File: src/rtl/uart_program_loader.sv
// Boot loader: receives a length-prefixed little-endian program image over UART 8N1 and writes it into the instruction ROM.
// Latency: rom_wren asserts 2 cycles after the stop-bit sample of each word's 4th byte; cpu_reset_n rises the cycle after the last write.
// Backpressure: none; the ROM write port always accepts, and the UART cannot be stalled. Bytes arriving in DONE/ERROR are ignored.
//
// Ports: clk, reset_n (async active-low), uart_rxd (async serial in, idle high),
//        rom_wren / rom_write_address / rom_write_data (ROM write port),
//        cpu_reset_n (CPU core reset), loading / done / error (status).
module uart_program_loader #(
    parameter int CLKS_PER_BIT      = 87,
    parameter int ROM_ADDRESS_WIDTH = 10
) (
    input  logic                         clk,
    input  logic                         reset_n,
    input  logic                         uart_rxd,
    output logic                         rom_wren,
    output logic [ROM_ADDRESS_WIDTH-1:0] rom_write_address,
    output logic [31:0]                  rom_write_data,
    output logic                         cpu_reset_n,
    output logic                         loading,
    output logic                         done,
    output logic                         error
);
    localparam int              CW       = $clog2(CLKS_PER_BIT);
    localparam int              IW       = ROM_ADDRESS_WIDTH - 2;
    localparam logic [CW-1:0]   BIT_END  = CW'(CLKS_PER_BIT - 1);
    localparam logic [CW-1:0]   HALF_END = CW'(CLKS_PER_BIT / 2 - 1);
    localparam logic [32:0]     CAPACITY = 33'(1) << IW;

    typedef enum logic [1:0] {RX_IDLE, RX_START, RX_DATA, RX_STOP} rx_state_t;
    typedef enum logic [2:0] {L_LEN, L_WORD, L_WRITE, L_DONE, L_ERROR} ld_state_t;

    // ---------------- UART receiver ----------------
    logic            rxd_meta, rxd_sync, rxd_prev;
    rx_state_t       rx_state, rx_next;
    logic [CW-1:0]   clk_cnt;
    logic [2:0]      bit_cnt;
    logic [7:0]      rx_shift;
    logic            byte_valid, frame_err;

    always_comb begin
        rx_next = rx_state;
        unique case (rx_state)
            RX_IDLE:  if (rxd_prev && !rxd_sync) rx_next = RX_START;
            // Mid-start re-sample: a line already back high was a glitch.
            RX_START: if (clk_cnt == HALF_END) rx_next = rxd_sync ? RX_IDLE : RX_DATA;
            RX_DATA:  if (clk_cnt == BIT_END && bit_cnt == 3'd7) rx_next = RX_STOP;
            RX_STOP:  if (clk_cnt == BIT_END) rx_next = RX_IDLE;
            default:  rx_next = RX_IDLE;
        endcase
    end

    always_ff @(posedge clk or negedge reset_n) begin
        if (!reset_n) begin
            rxd_meta   <= 1'b1;
            rxd_sync   <= 1'b1;
            rxd_prev   <= 1'b1;
            rx_state   <= RX_IDLE;
            clk_cnt    <= '0;
            bit_cnt    <= '0;
            rx_shift   <= '0;
            byte_valid <= 1'b0;
            frame_err  <= 1'b0;
        end else begin
            rxd_meta   <= uart_rxd;
            rxd_sync   <= rxd_meta;
            rxd_prev   <= rxd_sync;
            rx_state   <= rx_next;
            byte_valid <= 1'b0;
            frame_err  <= 1'b0;
            if (rx_next != rx_state || (rx_state == RX_DATA && clk_cnt == BIT_END))
                clk_cnt <= '0;
            else if (rx_state != RX_IDLE)
                clk_cnt <= clk_cnt + CW'(1);
            if (rx_state == RX_IDLE)
                bit_cnt <= '0;
            if (rx_state == RX_DATA && clk_cnt == BIT_END) begin
                rx_shift <= {rxd_sync, rx_shift[7:1]};
                bit_cnt  <= bit_cnt + 3'd1;
            end
            if (rx_state == RX_STOP && clk_cnt == BIT_END) begin
                byte_valid <= rxd_sync;
                frame_err  <= !rxd_sync;
            end
        end
    end

    // ---------------- Loader ----------------
    ld_state_t       ld_state, ld_next;
    logic [1:0]      byte_cnt;
    logic [31:0]     n_q, word_q;
    logic [IW-1:0]   idx;
    logic            loading_q;
    logic [31:0]     n_next, word_next;
    logic            last_byte, idx_is_last;

    assign n_next      = {rx_shift, n_q[31:8]};
    assign word_next   = {rx_shift, word_q[31:8]};
    assign last_byte   = (byte_cnt == 2'd3);
    assign idx_is_last = (32'(idx) == n_q - 32'd1);

    always_comb begin
        ld_next = ld_state;
        if (frame_err && ld_state != L_DONE) begin
            ld_next = L_ERROR;
        end else begin
            unique case (ld_state)
                L_LEN:
                    if (byte_valid && last_byte) begin
                        if (n_next == 32'd0)                 ld_next = L_DONE;
                        else if ({1'b0, n_next} > CAPACITY) ld_next = L_ERROR;
                        else                                 ld_next = L_WORD;
                    end
                L_WORD:  if (byte_valid && last_byte) ld_next = L_WRITE;
                L_WRITE: ld_next = idx_is_last ? L_DONE : L_WORD;
                default: ld_next = ld_state;
            endcase
        end
    end

    always_ff @(posedge clk or negedge reset_n) begin
        if (!reset_n) begin
            ld_state          <= L_LEN;
            byte_cnt          <= '0;
            n_q               <= '0;
            word_q            <= '0;
            idx               <= '0;
            loading_q         <= 1'b0;
            rom_write_address <= '0;
            rom_write_data    <= '0;
        end else begin
            ld_state <= ld_next;
            if (rx_state == RX_START && rx_next == RX_DATA)
                loading_q <= 1'b1;
            if (byte_valid && (ld_state == L_LEN || ld_state == L_WORD))
                byte_cnt <= byte_cnt + 2'd1;
            if (byte_valid && ld_state == L_LEN)
                n_q <= n_next;
            if (byte_valid && ld_state == L_WORD) begin
                word_q <= word_next;
                // Address/data are loaded as the FSM enters WRITE and then held.
                if (last_byte) begin
                    rom_write_data    <= word_next;
                    rom_write_address <= {idx, 2'b00};
                end
            end
            if (ld_state == L_WRITE && !idx_is_last)
                idx <= idx + IW'(1);
        end
    end

    assign rom_wren    = (ld_state == L_WRITE);
    assign done        = (ld_state == L_DONE);
    assign error       = (ld_state == L_ERROR);
    assign cpu_reset_n = done;
    assign loading     = loading_q && !done && !error;
endmodule

File: config.mk
export PLATFORM = sky130hd
export DESIGN_NAME = uart_program_loader
export DESIGN_NICKNAME = d
export VERILOG_FILES = /design/src/rtl/uart_program_loader.sv
export SDC_FILE = /design/constraint.sdc
export NUM_CORES = 1
export LEC_CHECK = 0
export CAP_MARGIN = 20
export CORE_MARGIN = 3
export CORE_UTILIZATION = 30
export DETAILED_ROUTE_END_ITERATION = 10
export GPL_TIMING_DRIVEN = 1
export PLACE_DENSITY = 0.53
export SLEW_MARGIN = 15
export SYNTH_ARGS = -nofsm -noshare
export SYNTH_HDL_FRONTEND = slang
export SYNTH_SLANG_ARGS = --single-unit
File: constraint.sdc
create_clock -name clk -period 5.6 [get_ports clk]
set_input_delay 0.84 -clock clk [delete_from_list [all_inputs] [get_ports clk]]
set_output_delay 0.84 -clock clk [all_outputs]
set_load 0.005 [all_outputs]
==> results.ini, run 1 <==
[global_routing]
gr-usage-all-layers_pct = 11.88
grt_max_degree = 90
antenna_found_initial = 0
grt_first_pass_wirelength_mm = 20.72
grt_pass1_vias = 4099
grt_overflow = 0

[pwr]
p_leak_nw = 3.530
seqPwrFrac_pct = 46.7
pwr-share-comb_pct = 5.4
switching_share_pct = 23.74
p_switching_w = 0.0005348
power.density_nw_per_um2 = 303.9
p_int_w = 0.001718
ir_drop_mv = 0.2021
pwr-share-clk_pct = 47.9
finalPower_w = 0.002252

[route]
wire_per_inst_um = 15.41
via_per_inst = 4.759
drt_iter0_drc = 204
dr.pass1.iters = 4
drc_errors = 0
ant_nets = 0
vias = 3836
wirelength_mm = 12.42

[clock_tree]
insertion_delay_ns = 0.41
tritoncts = done
ctsResizeCount = 0
postCtsHoldBufs = 0
cts_buffers = 17
cts_sinks = 135
clockBufferDepth = 2
post_cts_buffers = 0
clk_pin_slew_ns = 0.06
ctsHtreeMaxLevel = 4
cts_root_buf = clkbuf_16

[die]
die-area_um2 = 22090
rows = 51
initial_utilization_pct = 30.95
ios = 50
core_area_um2 = 19720
die_x_um = 148.6
fp.dieH_um = 148.6

[final_layout]
area_growth_syn_to_layout_pct = 21.42
antenna_cells = 0
nets = 538
drive_above_1_share_pct = 30.13

[yosys]
syn_area_per_cell_um2 = 12.69
ys_types = 61
synthArstFlopShare_pct = 100.0
yosys_register_bits = 135
synth_edf_count = 0
ys_seq_area_share_pct = 55.41
dominantRegCellSynth = dfrtp_1
yosys.area.top_type = dfrtp_1
synth_top_area_share_pct = 54.12
synth.area.top_cells = dfrtp_1 (54%), mux2_2 (19%), xnor2_1 (2.4%), nor2_1 (1.8%), ha_1 (1.4%)
yosysWarnings = 0
synthCells = 481
synth_area_um2 = 6103

[setup_path]
cpLargestDelayFamily = simple AND/OR/NAND/NOR gates
startpoint_type = register
crit_path_frequent_cell = nor4_1
critical-path-slowest-cell = or4_4
required_ns = 5.90
cp_max_fo = 8
critPathKind = register to register
worstPathArrival_ns = 3.44
crit_chain = inv_1, ha_1, or2b_2, or4_4, nor4_1, xor2_1, nor4_1, nand4_2, nand2_2, mux2_4
setup.worst_path.end_class = register
path_buf_inv = 1
max_stage_delay_ns = 0.50

[sta]
timing.final.crit_share_pct = 56.09
setup_viol = 0
max_slew_margin_pct = 34.28
fin_setup_tns_ns = 0
timing.fmax_ghz = 0.3183
hold_viol = 0
min_period_ns = 3.141
clock-skew-final_ns = 0.01212
tightest_slew_ns = 0.9822
rsz0062_at_grt = no
slew_violations = 0

[hold_path]
min_path_type = register to register

[placed_design]
place_congestion = 0.8355
dp_hpwl_mm = 8.413
portBuffers = 47

[status]
run_status = finished clean

[run]
cap_violations = 0

==> cell usage after synthesis, types with 2 or more instances <==
library cell and count:
dfrtp_1 132, and3_1 3, nor2_1 29, a21boi_0 2
o21ai_0 16, nand4_1 9, or3_1 2, o31ai_1 3
nor3_1 7, xnor2_1 17, buf_6 3, xor2_1 10
nor2b_1 3, and4_1 2, dfstp_2 3, nor4b_1 2
or2_2 4, nand2_1 20, inv_1 9, buf_1 2
a21oi_1 5, a211oi_1 3, ha_1 7, nand3b_1 2
nor3b_1 2, clkbuf_1 14, mux2_2 103, and2_2 2
nor4_1 9, o211ai_1 3, or4_1 4, nand4b_1 3
or4b_2 2, nand3_1 12, nand2b_1 2, mux2i_1 2
buf_4 4
==> metrics by stage <==
step                      std cells  instance area [µm²]  util (%)  setup WS, ns  hold slack [ns]
after CTS                       805                 7391     37.48         2.441           0.3571
after global placement          773                 6809     34.53         2.546           0.3468
final                           806                 7411     37.58         2.459           0.3524
after detailed placement        773                 6809     34.53         2.450           0.3468
after global routing            806                 7411     37.58         2.215           0.3628
after floorplan                 482                 6107         -         2.665           0.3452
==> cells by family (layout without fill, tap and decap cells) <==
kind of cell    count (synthesis)  after routing  synth area share (%)
buf+inv                        33             92                 2.665
fa+ha+maj                       7              7                 1.435
compound gates                 44             44                 4.961
simple gates                  128            128                 12.01
other cells                     1              2               0.06144
flops                         135            135                 55.41
mux                           106            106                 19.58
xor+xnor                       27             27                 3.874
==> registers in the layout, indices dropped and copies added (netlist names) <==
name	cells
bit_cnt	3
frame_err	1
ld_state	3
clk_cnt	7
rxd_meta	1
rxd_sync	1
rom_write_data	32
rom_write_address	8
n_q	32
idx	8
rx_shift	8
loading_q	1
byte_cnt	2
word_q	24
rxd_prev	1
rx_state	2
byte_valid	1
==> per-layer routing <==
layer  global-route usage [%]  wire length [µm]  vias to the layer above  share of wire, %
li1                         -                 -                     1822                 -
met1                    15.41              5697                     1917                46
met2                    18.62              5933                       82                48
met3                    3.291               573                       15               4.6
met4                    5.266               212                        0               1.7
met5                        0                 0                        -                 0
==> placed cells by master, fill, tap and decap left out, types with 4 or more instances in the layout <==
cell             count
dfrtp_1            132
mux2_2             103
clkdlybuf4s50_1     46
nor2_1              28
nand2_1             19
xnor2_1             17
clkbuf_16           17
o21ai_0             16
nand3_1             12
xor2_1              10
inv_1                9
nor4_1               9
nand4_1              9
nor3_1               7
ha_1                 7
a21oi_1              5
or4_1                4
or2_2                4
clkinvlp_4           4
inv_6                4
==> path summary, 6_finish.rpt <==
| path | startpoint | cells after the start | end | slack (ns) |
|---|---|---|---|---|
| worst max-delay path | n_q[0]$_DFFE_PN0P_ | 10 | idx[1]$_DFFE_PN0P_ | 2.46 |
| worst min-delay path | rxd_meta$_DFF_PN1_ | 0 | rxd_sync$_DFF_PN1_ | 0.35 |
| worst max register to register | n_q[0]$_DFFE_PN0P_ | 10 | idx[1]$_DFFE_PN0P_ | 2.46 |
| min in group asynchronous | reset_n | 1 | rom_write_address[4]$_DFFE_PN0P_ | 0.49 |
| worst min register to register | rxd_meta$_DFF_PN1_ | 0 | rxd_sync$_DFF_PN1_ | 0.35 |
| max in group asynchronous | reset_n | 2 | rom_write_data[0]$_DFFE_PN0P_ | 3.96 |
==> worst reg2reg max path: stages, from the launching register on <==
cell and delay (ns):
dfrtp_1 0.40, inv_1 0.09, ha_1 0.19, or2b_2 0.33, or4_4 0.50, nor4_1 0.31, xor2_1 0.12, nor4_1 0.33
nand4_2 0.27, nand2_2 0.19, mux2_4 0.31
==> power by group through the flow <==
stage          sequential, W  combinational (W)  clock [W]
2_1_floorplan        0.00106          0.0000862          0
4_1_cts              0.00105           0.000126    0.00112
6_report             0.00105           0.000122    0.00108
5_1_grt              0.00106           0.000145    0.00115
3_5_place_dp         0.00107           0.000125          0
3_3_place_gp         0.00107           0.000120          0
==> cell type report <==
cell class | instances | area (µm²)
Clock buffer | 21 | 470.5
Clock inverter | 11 | 111.4
Fill cell | 1880 | 12310
Inverter | 9 | 33.78
Multi-Input combinational cell | 314 | 2567
Sequential cell | 135 | 3382
Tap cell | 265 | 331.6
Timing Repair Buffer | 51 | 514.2
No activity file was read; power rests on OpenSTA's default activity.
==> inputs of run 2 (changes only) <==
==> constraint.sdc (replaced) <==
create_clock -name clk -period 2.96 [get_ports clk]
set_input_delay 0.444 -clock clk [delete_from_list [all_inputs] [get_ports clk]]
set_output_delay 0.444 -clock clk [all_outputs]
set_load 0.005 [all_outputs]
==> run 2 against run 1 <==
Effect of this change:
- setup slack got worse by 2.3 ns
- the run now ends with negative hold slack left
- largest power group unchanged
- routed wire length rose by 6.6%
- power rose by 90%
- clock power rose by 89%
- sequential cell count did not move
- highest routed layer unchanged
- critical path type unchanged
==> results.ini, run 2 (synthesis gave the netlist of run 1 again) <==
[route]
via_per_inst = 4.813
dr.pass1.iters = 4
wirelength_mm = 13.23
vias = 4014
drt_iter0_drc = 152
drc_errors = 0
ant_nets = 0
wire_per_inst_um = 15.87

[setup_path]
cp_max_fo = 7
required_ns = 3.27
reg2reg_slack_ns = 0.15
setup.worst_path.end_class = register
cpLargestDelayFamily = simple AND/OR/NAND/NOR gates
crit_chain = inv_1, ha_2, or2b_4, or4_4, o31ai_2, o2111ai_1, nor4_4, nand4_2, nand2_2, mux2_4
critPathKind = register to register
worstPathArrival_ns = 3.11
startpoint_type = register
max_stage_delay_ns = 0.57
path_buf_inv = 1
r2r_cells = 10
r2r-end = idx[1]$_DFFE_PN0P_
rr_startpoint = n_q[1]$_DFFE_PN0P_
critical-path-slowest-cell = or4_4

[sta]
tightest_slew_ns = 0.5627
setup_viol = 0
max_slew_margin_pct = 62.48
rsz0062_at_grt = no
min_period_ns = 2.807
timing.fmax_ghz = 0.3563
fin_hold_ws_ns = -0.01956
hold_viol = 7
clock-skew-final_ns = 0.01201
timing.final.crit_share_pct = 94.82
slew_violations = 0
fin_setup_tns_ns = 0

[clock_tree]
clk_pin_slew_ns = 0.07
tritoncts = done
cts_root_buf = clkbuf_16
cts_buffers = 17
ctsHtreeMaxLevel = 4
clockBufferDepth = 2
postCtsHoldBufs = 0
insertion_delay_ns = 0.42
cts_sinks = 135

[die]
die_x_um = 148.6
rows = 51
ios = 50
die-area_um2 = 22090
core_area_um2 = 19720
initial_utilization_pct = 30.95
fp.dieH_um = 148.6

[pwr]
power.density_nw_per_um2 = 557.7
ir_drop_mv = 0.3463
p_leak_nw = 3.684

[final_layout]
mostFrequentLayoutCell = dfrtp_1
area_growth_syn_to_layout_pct = 25.56
drive_above_1_share_pct = 34.45
nets = 566
antenna_cells = 0
n_fill_cell = 1890
reg.largest.list = n_q x32, rom_write_data x32, word_q x24
final_cell_mix = dfrtp_1 (132), mux2_2 (103), clkdlybuf4s50_1 (46)

[global_routing]
grt_overflow = 0
grt_max_degree = 61
gr-usage-all-layers_pct = 12.62
grt_first_pass_wirelength_mm = 22.17
antenna_found_initial = 0
grt_pass1_vias = 4215

[placed_design]
place_congestion = 0.8310
portBuffers = 47
dp_hpwl_mm = 9.047

[status]
violations = negative hold slack
run_status = finished with violations

[hold_path]
min_path_type = primary input to asynchronous set/reset pin

[run]
cap_violations = 0

run 2: cell count changes in the layout (fill, tap and decap cells not counted), sizes merged:
cell	change
clkinv	+3
clkbuf	-1
clkinvlp	-2
buf	+28
run 2: layout make-up:
cell class / count / area, µm² / area share [%]
clock buffer: 20 / 456.7 / 5.959
clock inverter: 12 / 115.1 / 1.502
inverter: 9 / 33.78 / 0.4408
multi-input combinational: 314 / 2604 / 33.98
sequential: 135 / 3382 / 44.13
tap: 265 / 331.6 / 4.327
timing repair buffer: 79 / 740.7 / 9.665
run 2: timing repair:
action                     CTS  global route
hold endpoints to repair     0             0
setup endpoints to repair    0             7
buffers inserted             0             3
gates resized for setup      0             8
run 2: how the worst max path moves through the flow:
stage                                   from                 end  depth (start not counted)
after detailed placement  n_q[1]$_DFFE_PN0P_  idx[1]$_DFFE_PN0P_                         10
after CTS                 n_q[1]$_DFFE_PN0P_  idx[1]$_DFFE_PN0P_                         10
after global routing      n_q[0]$_DFFE_PN0P_  idx[1]$_DFFE_PN0P_                         10
final                     n_q[1]$_DFFE_PN0P_  idx[1]$_DFFE_PN0P_                         10
after floorplan           n_q[0]$_DFFE_PN0P_  idx[1]$_DFFE_PN0P_                         11
after global placement    n_q[1]$_DFFE_PN0P_  idx[1]$_DFFE_PN0P_                         10
run 2: where the power goes:
group          internal (W)  switching [W]
combinational      0.000105       0.000135
clock               0.00121       0.000831
sequential          0.00191      0.0000795
total               0.00323        0.00104
run 2: per-stage QoR:
step                      setup WS [ns]  cell area (µm²)  power (W)  cells  utilization (%)
after floorplan                 0.02455             6107   0.002164    482                -
after global placement           0.1266             7029   0.002249    799            35.65
after detailed placement        0.07080             7029   0.002272    799            35.65
after CTS                       0.07219             7601   0.004342    831            38.55
after global routing            0.01564             7664   0.004465    834            38.87
final                            0.1532             7664   0.004274    834            38.87
run 2: per-layer routing:
metal  vias up  GRT usage (%)  routed length [µm]
met5         -              0                   0
met3        13          3.809                 488
met4         0          3.418                 129
met2        64          20.71                6547
met1      2051          16.31                6069
li1       1886              -                   -
